[config.mk]
export PLATFORM = sky130hd
export DESIGN_NAME = seg_scan_drv
export DESIGN_NICKNAME = d
export VERILOG_FILES = /design/src/rtl/seg_scan_drv.sv
export SDC_FILE = /design/constraint.sdc
export NUM_CORES = 1
export LEC_CHECK = 0
export CORE_MARGIN = 5
export CORE_UTILIZATION = 50
export CTS_CLUSTER_DIAMETER = 120
export DETAILED_ROUTE_END_ITERATION = 8
export GPL_TIMING_DRIVEN = 0
export PLACE_DENSITY = 0.76
export SLEW_MARGIN = 20
export SYNTH_ARGS = -nofsm -noshare
export SYNTH_HDL_FRONTEND = slang
export SYNTH_SLANG_ARGS = --single-unit
[constraint.sdc]
create_clock -name clk -period 6.2 [get_ports clk]
set_clock_uncertainty 0.05 [all_clocks]
set_input_delay 0.93 -clock clk [delete_from_list [all_inputs] [get_ports clk]]
set_output_delay 0.93 -clock clk [all_outputs]
set_load 0.1 [all_outputs]
[src/rtl/seg_scan_drv.sv]
// seg_scan_drv: multiplexed six-digit seven-segment scan driver for an
// HH:MM:SS clock. Each digit slot lasts DIV clocks; the first BLANK clocks of
// every slot are dark to suppress ghosting between digits. All six BCD digits
// are snapshotted once per frame so a frame always shows one coherent time.
// All outputs are registered and active-low.
//
// Optional feature: define SEG_SCAN_LZB_EN to enable leading-zero blanking
// of the tens-of-hours digit (slot 5). Without it, a zero there shows "0".
module seg_scan_drv #(
  parameter int DIV   = 50000,
  parameter int BLANK = 500
) (
  input  logic       clk,
  input  logic       rst,
  input  logic       en,
  input  logic [3:0] m_hr,
  input  logic [3:0] l_hr,
  input  logic [3:0] m_min,
  input  logic [3:0] l_min,
  input  logic [3:0] m_sec,
  input  logic [3:0] l_sec,
  output logic [5:0] an,
  output logic [6:0] seg,
  output logic       dp
);

  localparam int             CW      = (DIV > 2) ? $clog2(DIV) : 1;
  localparam logic [CW-1:0]  CNT_MAX = CW'(DIV - 1);
  localparam logic [CW-1:0]  BLANK_C = CW'(BLANK);
  localparam logic [2:0]     IDX_MAX = 3'd5;
  localparam logic [5:0]     AN_OFF  = 6'b111111;
  localparam logic [6:0]     SEG_OFF = 7'b1111111;

  // Active-low {g,f,e,d,c,b,a} pattern for one BCD digit; non-BCD shows a dash.
  function automatic logic [6:0] seg_decode(input logic [3:0] digit);
    logic [6:0] pat;
    case (digit)
      4'd0:    pat = 7'b1000000;
      4'd1:    pat = 7'b1111001;
      4'd2:    pat = 7'b0100100;
      4'd3:    pat = 7'b0110000;
      4'd4:    pat = 7'b0011001;
      4'd5:    pat = 7'b0010010;
      4'd6:    pat = 7'b0000010;
      4'd7:    pat = 7'b1111000;
      4'd8:    pat = 7'b0000000;
      4'd9:    pat = 7'b0010000;
      default: pat = 7'b0111111;
    endcase
    return pat;
  endfunction

  // Snapshot layout: slot k occupies bits [4k+3:4k].
  logic [CW-1:0] cnt_q, cnt_d;
  logic [2:0]    idx_q, idx_d;
  logic [23:0]   snap_q, snap_d;
  logic [5:0]    an_q, an_d;
  logic [6:0]    seg_q, seg_d;
  logic          dp_q, dp_d;
  logic [3:0]    digit_s;
  logic          lit_s;

  // Scan position and frame snapshot; everything holds while en is low.
  always_comb begin
    cnt_d  = cnt_q;
    idx_d  = idx_q;
    snap_d = snap_q;
    if (en) begin
      if (cnt_q == CNT_MAX) begin
        cnt_d = '0;
        if (idx_q >= IDX_MAX) begin
          idx_d  = 3'd0;
          snap_d = {m_hr, l_hr, m_min, l_min, m_sec, l_sec};
        end else begin
          idx_d = idx_q + 3'd1;
        end
      end else begin
        cnt_d = cnt_q + CW'(1);
      end
    end else begin
      cnt_d = cnt_q;
    end
  end

  // Select the snapshot digit belonging to the current slot.
  always_comb begin
    digit_s = 4'd0;
    case (idx_q)
      3'd0:    digit_s = snap_q[3:0];
      3'd1:    digit_s = snap_q[7:4];
      3'd2:    digit_s = snap_q[11:8];
      3'd3:    digit_s = snap_q[15:12];
      3'd4:    digit_s = snap_q[19:16];
      3'd5:    digit_s = snap_q[23:20];
      default: digit_s = 4'd0;
    endcase
  end

  // Output pattern for the current cnt/idx; dark when disabled or in the
  // ghost-blanking window at the start of each slot.
  always_comb begin
    an_d  = AN_OFF;
    seg_d = SEG_OFF;
    dp_d  = 1'b1;
    lit_s = en && (cnt_q >= BLANK_C) && (idx_q <= IDX_MAX);
`ifdef SEG_SCAN_LZB_EN
    if ((idx_q == IDX_MAX) && (digit_s == 4'd0)) begin
      lit_s = 1'b0;
    end else begin
      lit_s = lit_s;
    end
`endif
    if (lit_s) begin
      an_d  = ~(6'b000001 << idx_q);
      seg_d = seg_decode(digit_s);
      dp_d  = ~((idx_q == 3'd2) || (idx_q == 3'd4));
    end else begin
      an_d  = AN_OFF;
      seg_d = SEG_OFF;
      dp_d  = 1'b1;
    end
  end

  // State and output registers with synchronous reset.
  always_ff @(posedge clk) begin
    if (rst) begin
      cnt_q  <= '0;
      idx_q  <= 3'd0;
      snap_q <= 24'd0;
      an_q   <= AN_OFF;
      seg_q  <= SEG_OFF;
      dp_q   <= 1'b1;
    end else begin
      cnt_q  <= cnt_d;
      idx_q  <= idx_d;
      snap_q <= snap_d;
      an_q   <= an_d;
      seg_q  <= seg_d;
      dp_q   <= dp_d;
    end
  end

  assign an  = an_q;
  assign seg = seg_q;
  assign dp  = dp_q;

endmodule

* Word level (Yosys, flattened, before mapping)
Memory sizes are Yosys's and may differ from the RTL's. A register that Yosys moved wholly into a read port is not among the register bits.
Cells that the tools add are included.
** Word-level totals
- Register bits after elaboration :: 50
- ROM bits :: 112
- Bits of input ports :: 27
- Output and inout port bits :: 14
- Memories kept :: 1
** Memories
- (no name shown) :: words 16, bits a word 7, read ports 1, clocked after memory_dff 1, write ports 0, line 37 : case (digit)
** Cells by class
- $add $sub $neg :: 2
- $lt $le $gt $ge :: 3
- Eq/ne operators :: 6
- Shifts and indexed selects :: 1
- Muxes and demuxes :: 3
- Bitwise logic cells :: 3
- Reduce and logical (&&, ||, !) cells :: 7
** Operator list (number)
- case mux 4 bit (6 select lines) :: 1
- adder 16 x 1 -> 16 bit (second input constant) :: 1
- equality test 16 bit (second input constant) :: 1
- >= comparator 16 x 9 -> 1 bit (second input constant) :: 1
- 2-to-1 mux 16 bit :: 1
- equality test 3 x 2 -> 1 bit (second input constant) :: 2
- equality test 3 bit (second input constant) :: 2
- inverter 6 bit :: 1
- << shifter 1 x 3 -> 6 bit (first input constant) :: 1
- adder 3 x 1 -> 3 bit (second input constant) :: 1
- equality test 3 x 1 -> 1 bit (second input constant) :: 1
- >= comparator 3 bit (second input constant) :: 1
- <= comparator 3 bit (second input constant) :: 1
- zero test 3 bit :: 1
- 2-to-1 mux 3 bit :: 1
- AND reduction 3 bit :: 1
- logical AND 1 bit :: 2
- inverter 1 bit :: 2
- AND reduction 2 bit :: 1
- OR reduction 2 bit :: 1
- logical OR 1 bit :: 1

* Longest topological paths before layout
- Depth after elaboration :: 5
- Gate-level depth with buffers :: 12
- Depth with buffers taken out :: 11

* Least setup slack after synthesis
OpenSTA, ideal clock, no wires.
- Kind :: input to register
- From :: in en
- To :: reg cnt_q[11]
- Arrival time :: 2.199 ns
- Slack :: 3.837 ns
- Stages :: 8
- Buffers on the path :: 3
- Cells stage by stage :: buf_2 -> and4_1 -> and3_1 -> nand2_1 -> nand2b_1 -> clkbuf_1 -> buf_4 -> nor2_1
** RTL lines
- start: declaration :: line 15 : input logic en,
- end signal: assignment :: line 134 : cnt_q <= cnt_d;
- end: declaration :: line 54 : logic [CW-1:0] cnt_q, cnt_d;

* Worst setup path in the final report
- From :: reg seg_q[1], in the netlist seg[1]
- To :: out seg[1]
** RTL lines
- start: declaration :: line 58 : logic [6:0] seg_q, seg_d;
- end: declaration :: line 23 : output logic [6:0] seg,
No word-level cell between the ends.

==> impl_metrics.toml <==
[run_status]
status = "completed"

[setup_path]
critPathMaxStageDelay_ns = 1.13
ff2ff_setup_slack_ns = 3.67
crit_path_end_kind = "output pin"
critPathSlowestCell = "clkdlybuf4s50_1"
crit_chain = "clkdlybuf4s50_1"
required_ns = 5.22
r2r-start = "idx_q[1]"
cp_max_fo = 1
r2r_end = "seg[6]"
critPathKind = "register to output pin"
rr_worst_depth = 11
cp-start-kind = "register"
cp.arrival_ns = 1.77
cp_num_buf_inv = 1
path_delay_family = "buffers and inverters"

[pwr]
power_density_mw_per_mm2 = 216.0
switching_power_mw = 0.1482
p_seq_share_pct = 52.9
p_comb_share_pct = 3.9
total_leakage_power_nw = 1.195
internal_power_mw = 0.5499
swShare_pct = 21.22
vdd_drop_max_mv = 0.1075
clkPwrFrac_pct = 43.2

[hold_path]
hp-class = "register to register"
hold-path-endpoint = "snap_q[20]"
holdPathStages = 2
min_from = "snap_q[20]"

[sta]
setup_viol = 0
rsz0062_at_grt = "false"
slew_headroom_pct = 34.95
fin_hold_ws_ns = 0.4016
timing_hold_violations_final = 0
min_period_over_period_pct = 44.42
slew_viol_final = 0
finalSetupTns_ns = 0
post-route-min-period_ns = 2.754
clock.fmax_mhz = 363.1
tightest_slew_ns = 0.9727

[clock_network]
numCtsBuffers = 9
cts_tree = "done"
cts_resized = 0
cts_hold_buf = 0
htree_num_levels = 3
clk_pin_slew_ns = 0.06
clk_path_buf_depth = 2
postCtsSetupBuffers = 0
clock_latency_ns = 0.33
clockRootBuffer = "clkbuf_8"
cts_sinks = 57

[finish]
seqCellArea_mm2 = 0.001141
drive_gt1_share_pct = 7.843
multi_input_area_mm2 = 0.001320
final_core_util_pct = 63.68
nets = 391
diodes = 0
n_fill_cell = 472
fin_cells = 427
area_growth_pct = 25.27

[placed_design]
gp_congestion = 0.8755
dp.cells = 411
dpl.hpwl_mm = 4.301
portBuffers = 39

[routing]
dr.first_iter.drc_count = 98
drc = 0
avgViaCountPerCell = 5.105
avgRoutedWirePerCell_um = 13.30
antenna_left = 0
vias = 2180
wl_mm = 5.677
drtPass1Iterations = 4

[global_route]
grt_pass1_wl_mm = 9.211
grt_pass1_vias = 2088
grt.total_usage_pct = 18.10
antenna_found_initial = 0
grt_overflow = 0
grt_max_degree = 11

[logic_synthesis]
yosysWarnings = 0
synth_area_per_cell_um2 = 8.543
yosys.area.top_type_share_pct = 44.23
synth_top_family_by_area = "simple AND/OR/NAND/NOR gates"
synthXorXnorAreaFrac_pct = 5.092
synth-simple-area-share_pct = 23.86
synth_compound_area_share_pct = 13.97
syn_nets = 341
netlist_area_mm2 = 0.002580
synth_most_common_cell = "nand2_1"
synth_mux_area_share_pct = 2.425
synth.ff_latch_count = 57
synth_ff_type = "dfxtp_1"
ys_top_cells_by_count = "67 x nand2_1, 57 x dfxtp_1, 32 x a21oi_1"
synth_area_leaders = "dfxtp_1 44%, nand2_1 9.7%, a21oi_1 6.2%, ha_1 5.8%, nor2_1 3.5%"
syn_inst = 302
async_reset_ff_share_pct = 0
synth.distinct_cells = 46
synth_fa_ha_area_share_pct = 5.820
ys_seq_area_share_pct = 44.23
synth_edf_count = 0
yosysTopAreaCell = "dfxtp_1"

[floorplan]
core_mm2 = 0.005075
core.rowCount = 26
die_h_um = 81.83
ios = 41
die_w_um = 81.83
start_util_pct = 50.84
die-area_mm2 = 0.006696

[job]
drv_cap = 0
## worst min-delay path, delay by kind of cell (launching register included)
kind	cells	cell delay (ns)
simple gates	1	0.05
flops	1	0.31
compound gates	1	0.05
## flip-flops by register name, summed over array words and instances, names as in the netlist
signal and cells:
idx_q 3, dp 1, snap_q 24, cnt_q 16
seg 7, an 6
## area by class of cell
class / instances / share of cell area (%)
clock inverter: 3 / 0.4646
multi-input combinational: 222 / 40.84
tap: 70 / 2.710
buffer: 15 / 2.749
clock buffer: 13 / 4.917
inverter: 8 / 0.9292
sequential: 57 / 35.31
timing repair buffer: 39 / 12.08
## cells in the final DEF (no fill, tap or decap), types with 3 or more instances in the layout
master / netlist / final
nand2_1: 67 / 67
dfxtp_1: 57 / 57
clkdlybuf4s50_1: 0 / 39
a21oi_1: 32 / 32
nor2_1: 24 / 24
ha_1: 12 / 12
clkbuf_8: 0 / 11
clkbuf_1: 7 / 9
xor2_1: 9 / 9
inv_1: 8 / 8
nand3_1: 7 / 7
xnor2_1: 6 / 6
and3_1: 5 / 5
and2_1: 5 / 5
nand4_1: 5 / 5
o21ai_0: 5 / 5
buf_4: 4 / 4
nand2b_1: 4 / 4
mux2i_1: 4 / 4
and4_1: 3 / 3
nor3_1: 3 / 3
clkinv_2: 0 / 3
## per-stage QoR
| stage | setup WS [ns] | instance area, µm² | total power [mW] |
|---|---|---|---|
| floorplan | 3.837 | 2580 | 0.3856 |
| global placement | 3.506 | 3058 | 0.4041 |
| detailed placement | 3.482 | 3058 | 0.4048 |
| CTS | 3.427 | 3232 | 0.7055 |
| global route | 3.386 | 3232 | 0.7236 |
| finish | 3.446 | 3232 | 0.6980 |
## power groups by stage
stage               registers [mW]  clock network, mW  logic, mW
finish                       0.369              0.302     0.0273
global route                 0.369              0.325     0.0297
CTS                          0.369              0.309     0.0277
detailed placement           0.377                  0     0.0275
global placement             0.377                  0     0.0270
floorplan                    0.377                  0    0.00874
## cell families after synthesis
kind of cell / after synthesis
muxes: 6
and+or+nand+nor: 132
AOI/OAI and AO/OA: 57
xor gates and xnor gates: 15
buffers and inverters: 23
adders and majority gates: 12
DFF: 57
## metal layers
layer | vias up | global-route usage [%] | wire [µm]
met5 | - | 0 | 0
met4 | 0 | 8.306 | 46
met3 | 6 | 4.605 | 292
met2 | 51 | 31.83 | 2886
met1 | 993 | 20.39 | 2451
li1 | 1130 | - | -
## worst max-delay path by stage
stage	startpoint	to	slack, ns	cells past startpoint
after floorplan	en	cnt_q[11]	3.84	8
after global placement	rst	seg[0]	3.51	5
after detailed placement	rst	seg[0]	3.48	5
after CTS	dp	dp	3.43	1
after global routing	idx_q[1]	seg[6]	3.39	11
final	seg[1]	seg[1]	3.45	1
Power figures use the tool's default switching activity.
